--- src/rtl/poly_shift_pkg.sv ---
// rtl/poly_shift_pkg.sv - shared constants and FSM encoding for the Poly_shift stream scheduler
package poly_shift_pkg;

    // Coefficients per polynomial stream and the matching address width
    localparam int N       = 512;
    localparam int ADDR_W  = 9;

    // Idle guard after the last output beat; covers the Poly_shift_rst pulse
    localparam int GAP_CYC = 8;

    // Allowed silence between output beats when the watchdog is built in
    localparam int TMO_CYC = 64;

    // Shift_mod encodings: 1 selects q=31, 0 selects q=125
    localparam logic Q_SHIFT31  = 1'b1;
    localparam logic Q_SHIFT125 = 1'b0;

    typedef enum logic [2:0] {
        S_IDLE  = 3'd0,
        S_GRANT = 3'd1,
        S_ISSUE = 3'd2,
        S_DRAIN = 3'd3,
        S_DONE  = 3'd4,
        S_GAP   = 3'd5
    } state_t;

endpackage

--- src/rtl/rr_arb2.sv ---
// rtl/rr_arb2.sv - two-way round-robin arbiter, combinational; pointer held by the caller
module rr_arb2 (
    input  logic [1:0] req,
    input  logic       last,
    output logic [1:0] win
);

    // A sole requester wins outright; on a tie the one not served last wins
    always_comb begin
        win = 2'b00;
        case (req)
            2'b01:   win = 2'b01;
            2'b10:   win = 2'b10;
            2'b11:   win = last ? 2'b01 : 2'b10;
            default: win = 2'b00;
        endcase
    end

endmodule

--- src/rtl/poly_shift_sched.sv ---
// rtl/poly_shift_sched.sv - Poly_shift stream scheduler; optional watchdog via POLY_SHIFT_SCHED_TIMEOUT_EN
module poly_shift_sched
    import poly_shift_pkg::*;
(
    input  logic              clk,
    input  logic              rst,
    input  logic [1:0]        req,
    input  logic [1:0]        cfg_shift,
    input  logic [1:0]        cfg_add,
    output logic [1:0]        gnt,
    output logic [ADDR_W-1:0] rd_addr,
    output logic              din_flag,
    output logic              shift_mod,
    output logic              add_mod,
    input  logic              dout_flag,
    output logic              wr_en,
    output logic [ADDR_W-1:0] wr_addr,
    output logic [1:0]        done,
    output logic              busy,
    output logic              err
`ifdef POLY_SHIFT_SCHED_TIMEOUT_EN
    ,
    output logic              tmo
`endif
);

    localparam int GAP_W = $clog2(GAP_CYC);

    state_t              state_q, state_d;
    logic                last_q, last_d;
    logic [1:0]          win_q, win_d;
    logic [ADDR_W-1:0]   rd_q, rd_d;
    logic [ADDR_W:0]     out_cnt_q, out_cnt_d;
    logic [GAP_W-1:0]    gap_q, gap_d;
    logic                shift_q, shift_d;
    logic                add_q, add_d;
    logic                err_q, err_d;

    logic [1:0]          arb_win;
    logic                in_stream;
    logic                cnt_full;
    logic                beat_ok;
    logic                beat_stray;

`ifdef POLY_SHIFT_SCHED_TIMEOUT_EN
    localparam int TMO_W = $clog2(TMO_CYC);

    logic [TMO_W-1:0]    tmo_cnt_q, tmo_cnt_d;
    logic                wd_run;
    logic                wd_expire;
`endif

    rr_arb2 u_arb (
        .req  (req),
        .last (last_q),
        .win  (arb_win)
    );

    assign in_stream  = (state_q == S_ISSUE) || (state_q == S_DRAIN);
    assign cnt_full   = (out_cnt_q == (ADDR_W+1)'(N));
    assign beat_ok    = dout_flag && in_stream && !cnt_full;
    assign beat_stray = dout_flag && ((state_q == S_IDLE) || (state_q == S_GAP)
                                      || (in_stream && cnt_full));

`ifdef POLY_SHIFT_SCHED_TIMEOUT_EN
    // Watchdog arms once the first beat is back, so pipeline latency never trips it
    always_comb begin
        wd_run    = ((state_q == S_ISSUE) && (out_cnt_q != '0)) || (state_q == S_DRAIN);
        wd_expire = wd_run && !dout_flag && (tmo_cnt_q == TMO_W'(TMO_CYC - 1));
        tmo_cnt_d = (wd_run && !dout_flag) ? tmo_cnt_q + 1'b1 : '0;
    end

    assign tmo = wd_expire;
`endif

    // Next-state: sequencing, address generation, beat counting and error capture
    always_comb begin
        state_d   = state_q;
        last_d    = last_q;
        win_d     = win_q;
        rd_d      = rd_q;
        out_cnt_d = out_cnt_q;
        gap_d     = gap_q;
        shift_d   = shift_q;
        add_d     = add_q;
        err_d     = err_q | beat_stray;

        case (state_q)
            S_IDLE: begin
                if (req != 2'b00) begin
                    // Config is captured on entry so it is already stable in GRANT
                    state_d = S_GRANT;
                    win_d   = arb_win;
                    shift_d = arb_win[1] ? cfg_shift[1] : cfg_shift[0];
                    add_d   = arb_win[1] ? cfg_add[1]   : cfg_add[0];
                end
            end
            S_GRANT: begin
                rd_d      = '0;
                out_cnt_d = '0;
                state_d   = S_ISSUE;
            end
            S_ISSUE: begin
                // Wraps to zero after N-1, leaving rd_addr parked at 0
                rd_d = rd_q + 1'b1;
                if (rd_q == ADDR_W'(N - 1)) begin
                    state_d = S_DRAIN;
                end
            end
            S_DRAIN: begin
                if (cnt_full) begin
                    state_d = S_DONE;
                end
            end
            S_DONE: begin
                last_d  = win_q[1];
                gap_d   = '0;
                state_d = S_GAP;
            end
            S_GAP: begin
                gap_d = gap_q + 1'b1;
                if (gap_q == GAP_W'(GAP_CYC - 1)) begin
                    state_d = S_IDLE;
                end
            end
            default: begin
                state_d = S_IDLE;
            end
        endcase

        if (beat_ok) begin
            out_cnt_d = out_cnt_q + 1'b1;
        end

`ifdef POLY_SHIFT_SCHED_TIMEOUT_EN
        if (wd_expire) begin
            err_d   = 1'b1;
            rd_d    = '0;
            state_d = S_DONE;
        end
`endif
    end

    // State register; reset returns straight to IDLE with every output cleared
    always_ff @(posedge clk) begin
        if (rst) begin
            state_q   <= S_IDLE;
            last_q    <= 1'b1;
            win_q     <= 2'b00;
            rd_q      <= '0;
            out_cnt_q <= '0;
            gap_q     <= '0;
            shift_q   <= Q_SHIFT125;
            add_q     <= 1'b0;
            err_q     <= 1'b0;
`ifdef POLY_SHIFT_SCHED_TIMEOUT_EN
            tmo_cnt_q <= '0;
`endif
        end else begin
            state_q   <= state_d;
            last_q    <= last_d;
            win_q     <= win_d;
            rd_q      <= rd_d;
            out_cnt_q <= out_cnt_d;
            gap_q     <= gap_d;
            shift_q   <= shift_d;
            add_q     <= add_d;
            err_q     <= err_d;
`ifdef POLY_SHIFT_SCHED_TIMEOUT_EN
            tmo_cnt_q <= tmo_cnt_d;
`endif
        end
    end

    // Outputs decoded from registered state
    always_comb begin
        gnt       = ((state_q == S_GRANT) || in_stream) ? win_q : 2'b00;
        done      = (state_q == S_DONE) ? win_q : 2'b00;
        rd_addr   = rd_q;
        din_flag  = (state_q == S_ISSUE);
        shift_mod = shift_q;
        add_mod   = add_q;
        wr_en     = beat_ok;
        wr_addr   = out_cnt_q[ADDR_W-1:0];
        busy      = (state_q != S_IDLE);
        err       = err_q;
    end

endmodule

--- config.mk ---
export PLATFORM = sky130hd
export DESIGN_NAME = poly_shift_sched
export DESIGN_NICKNAME = d
export VERILOG_FILES = /design/src/rtl/poly_shift_pkg.sv /design/src/rtl/rr_arb2.sv /design/src/rtl/poly_shift_sched.sv
export SDC_FILE = /design/constraint.sdc
export NUM_CORES = 1
export LEC_CHECK = 0
export ABC_AREA = 1
export CELL_PAD_IN_SITES_DETAIL_PLACEMENT = 1
export CELL_PAD_IN_SITES_GLOBAL_PLACEMENT = 1
export CORE_UTILIZATION = 35
export DETAILED_ROUTE_END_ITERATION = 6
export PLACE_DENSITY_LB_ADDON = 0.15
export SYNTH_ARGS = -nofsm -noshare
export SYNTH_HDL_FRONTEND = slang
export SYNTH_SLANG_ARGS = --single-unit
export TNS_END_PERCENT = 1
--- constraint.sdc ---
create_clock -name clk -period 1.8 [get_ports clk]
set_input_delay 0.18 -clock clk [delete_from_list [all_inputs] [get_ports clk]]
set_output_delay 0.18 -clock clk [all_outputs]
set_load 0.01 [all_outputs]
==> key figures <==
Synth
  – Number of synthesized flops with an enable pin: 0
  – Synth top area share: 0.362
  – Yosys Warn Count: 0
  – Area contributors post-synth: dfxtp_1 36%, nand2_1 14%, a21oi_1 9.3%
  – Top post-synthesis cells by count: 63 x nand2_1, 32 x a21oi_1, 31 x dfxtp_1
  – Ys async rst share: 0
  – Mapped cell area: 0.00172 mm2
  – Seq/Total Area, Yosys: 0.362
  – Flops & latches, synth: 31
  – Post-synth cell types: 24
  – Synth Area per Inst: 6.73 um2
  – Top-count cell post-synth: nand2_1
  – Syn_nets: 270
  – Synth area leader: dfxtp_1
  – Mapped Cells: 255
  – Primary FF master, synth: dfxtp_1

Worst setup path
  – Kind of critical path: register to primary output
  – CP endpoint kind: primary output
  – CP Launch Type: register
  – CP Max Fanout: 9
  – R2r startpoint: rd_addr[1]$_SDFFE_PP0P_
  – R2R Setup Slk: 180 ps
  – Worst EP arrival: 1560 ps
  – R2r worst-path depth: 11
  – Reg2reg end: state_q[0]$_SDFFE_PP0P_
  – Worst EP required: 1620 ps

CTS
  – CTS buffer count: 5
  – CTS tree: yes
  – Clock sink count: 31
  – CTS max path bufs: 2
  – Clock Root Buffer: clkbuf_8
  – Cts hold-fix bufs: 0
  – Clk Latency, worst-skew pair: 280 ps
  – Clock-pin slew on the worst setup and hold paths: 70 ps
  – H-tree depth: 2

Global route
  – Vias in the first global route: 1667
  – GRT overflow: 0
  – Tot GR Track Use: 0.190
  – Largest net degree at the start of global routing: 14
  – First-pass GRT wire length: 7620 um
  – Initial antenna violation count: 0

Timing
  – Achievable Freq: 576 MHz
  – Hold slack: 467 ps
  – Final setup fails: 0
  – Clock Skews: 2.86 ps
  – Max_slew headroom: 0.678
  – Worst-margin pin slew: 482 ps
  – Final worst path period share: 0.965
  – Fin worst setup slack: 63.0 ps
  – Final hold viol count: 0
  – Setup tns final: 0 ps
  – Min Tclk post-route: 1740 ps
  – Final Max Slew Viols: 0

Routing
  – Detailed Routing Iterations Pass 1: 4
  – Antenna viol nets, final: 0
  – Overall routed net length: 4670 um
  – DRC: 0
  – Initial DRC Count: 42
  – Vias: 1776
  – DR vias/cell: 4.85
  – Routed WL per cell: 12.8 um

Die
  – Core box area: 0.00472 mm2
  – Rows: 25
  – Die area: 0.00519 mm2
  – Die X: 72.0 um
  – Die H: 72.0 um
  – Top Ports: 37
  – Starting Density: 0.363

Placed design
  – Gpl congestion: 0.771
  – DP HPWL: 3320 um
  – Post-placement cell count: 357
  – Input/output buffers: 36
  – Dpl ws: 116 ps

Finish
  – Area delta synth->final: 36.7%
  – Final layout net count: 313
  – Inserted Diodes: 0
  – Fin util: 0.497
  – Layout cells sized above 1: 0.151
  – Post-route insts no fill: 366

Outcome
  – Status: complete, no violations

Hold path
  – Worst hold path class: register to register
  – End of the worst hold path: err$_SDFF_PP0_
  – Hold depth: 2
  – Hold path startpoint: err$_SDFF_PP0_

Power and ir drop
  – P_leak: 1.00 nW
  – Power per cell area: 1100 mW/mm2
  – Peak supply drop: 0.000514 V

Run
  – Max-Cap Viols: 0
-- power by group --
group	switching (mW)	total [mW]	internal [mW]
sequential	0.0872	0.871	0.784
clock	0.275	0.723	0.448
combinational	0.592	0.978	0.385
total	0.955	2.57	1.62
-- repair_timing --
item                                    CTS  global route
buffers inserted                          0             1
pin swaps                                 0             7
endpoints found under the setup margin    6             9
hold endpoints to repair                  0             0
resized for setup                         6            18
-- cell usage in the layout, fill, tap and decap left out, drive strengths merged, types with 3 or more instances in the layout --
cell           instances
nand3                 27
dfxtp                 31
buf                   12
inv                   29
clkbuf                 6
xor2                   3
clkdlybuf4s50         31
dlymetal6s2s           4
a21oi                 32
ha                     6
nand4                  3
nand2                 64
o21ai                  9
nor2                  33
-- how the worst max path moves through the flow --
stage / from / depth (start not counted) / end
2_1_floorplan: rd_addr[0]$_SDFFE_PP0P_ / 11 / state_q[0]$_SDFFE_PP0P_
3_3_place_gp: state_q[1]$_SDFFE_PP0P_ / 4 / done[0]
3_5_place_dp: rd_addr[0]$_SDFFE_PP0P_ / 11 / state_q[0]$_SDFFE_PP0P_
4_1_cts: state_q[0]$_SDFFE_PP0P_ / 5 / gnt[0]
5_1_grt: rd_addr[1]$_SDFFE_PP0P_ / 11 / state_q[1]$_SDFFE_PP0P_
6_report: state_q[0]$_SDFFE_PP0P_ / 4 / din_flag
-- through the flow --
step	area (um2)	total power [mW]
floorplan	1720	1.42
global placement	2160	1.78
detailed placement	2160	1.79
CTS	2290	2.55
global route	2350	2.74
finish	2350	2.57
-- kinds of logic (layout without fill, tap and decap cells) --
logic type,Yosys count,count (layout),share of synthesized area
AOI/OAI and AO/OA,45,45,0.139
DFF,31,31,0.362
xor gates and xnor gates,3,3,0.0153
and+or+nand+nor,129,129,0.327
adders and majority gates,6,6,0.0437
buffers and inverters,41,85,0.114
-- routing by layer --
metal  track usage  part of all wire  up-vias
li1              -                 -      906
met1         0.240              0.48      834
met2         0.322              0.47       28
met3        0.0319             0.027        8
met4        0.0784             0.017        0
met5             0                 0        -
-- sequential cells by signal, indices dropped and copies added, names as in the netlist --
| signal | flops |
|---|---|
| add_mod | 1 |
| err | 1 |
| gap_q | 3 |
| last_q | 1 |
| out_cnt_q | 10 |
| rd_addr | 9 |
| shift_mod | 1 |
| state_q | 3 |
| win_q | 2 |
-- critical path: stages (launching register included) --
cell and delay, ps:
dfxtp_2 360, inv_2 110, nand3_4 140, inv_6 130, clkdlybuf4s50_1 540
-- layout make-up --
type                            count  area (um2)
Clock buffer                        6        82.6
Clock inverter                      2        35.0
Fill cell                         600        2380
Inverter                           29         114
Multi-Input combinational cell    183         943
Sequential cell                    31         629
Tap cell                           67        83.8
Timing Repair Buffer               48         459
No activity file was read; power rests on OpenSTA's default activity.
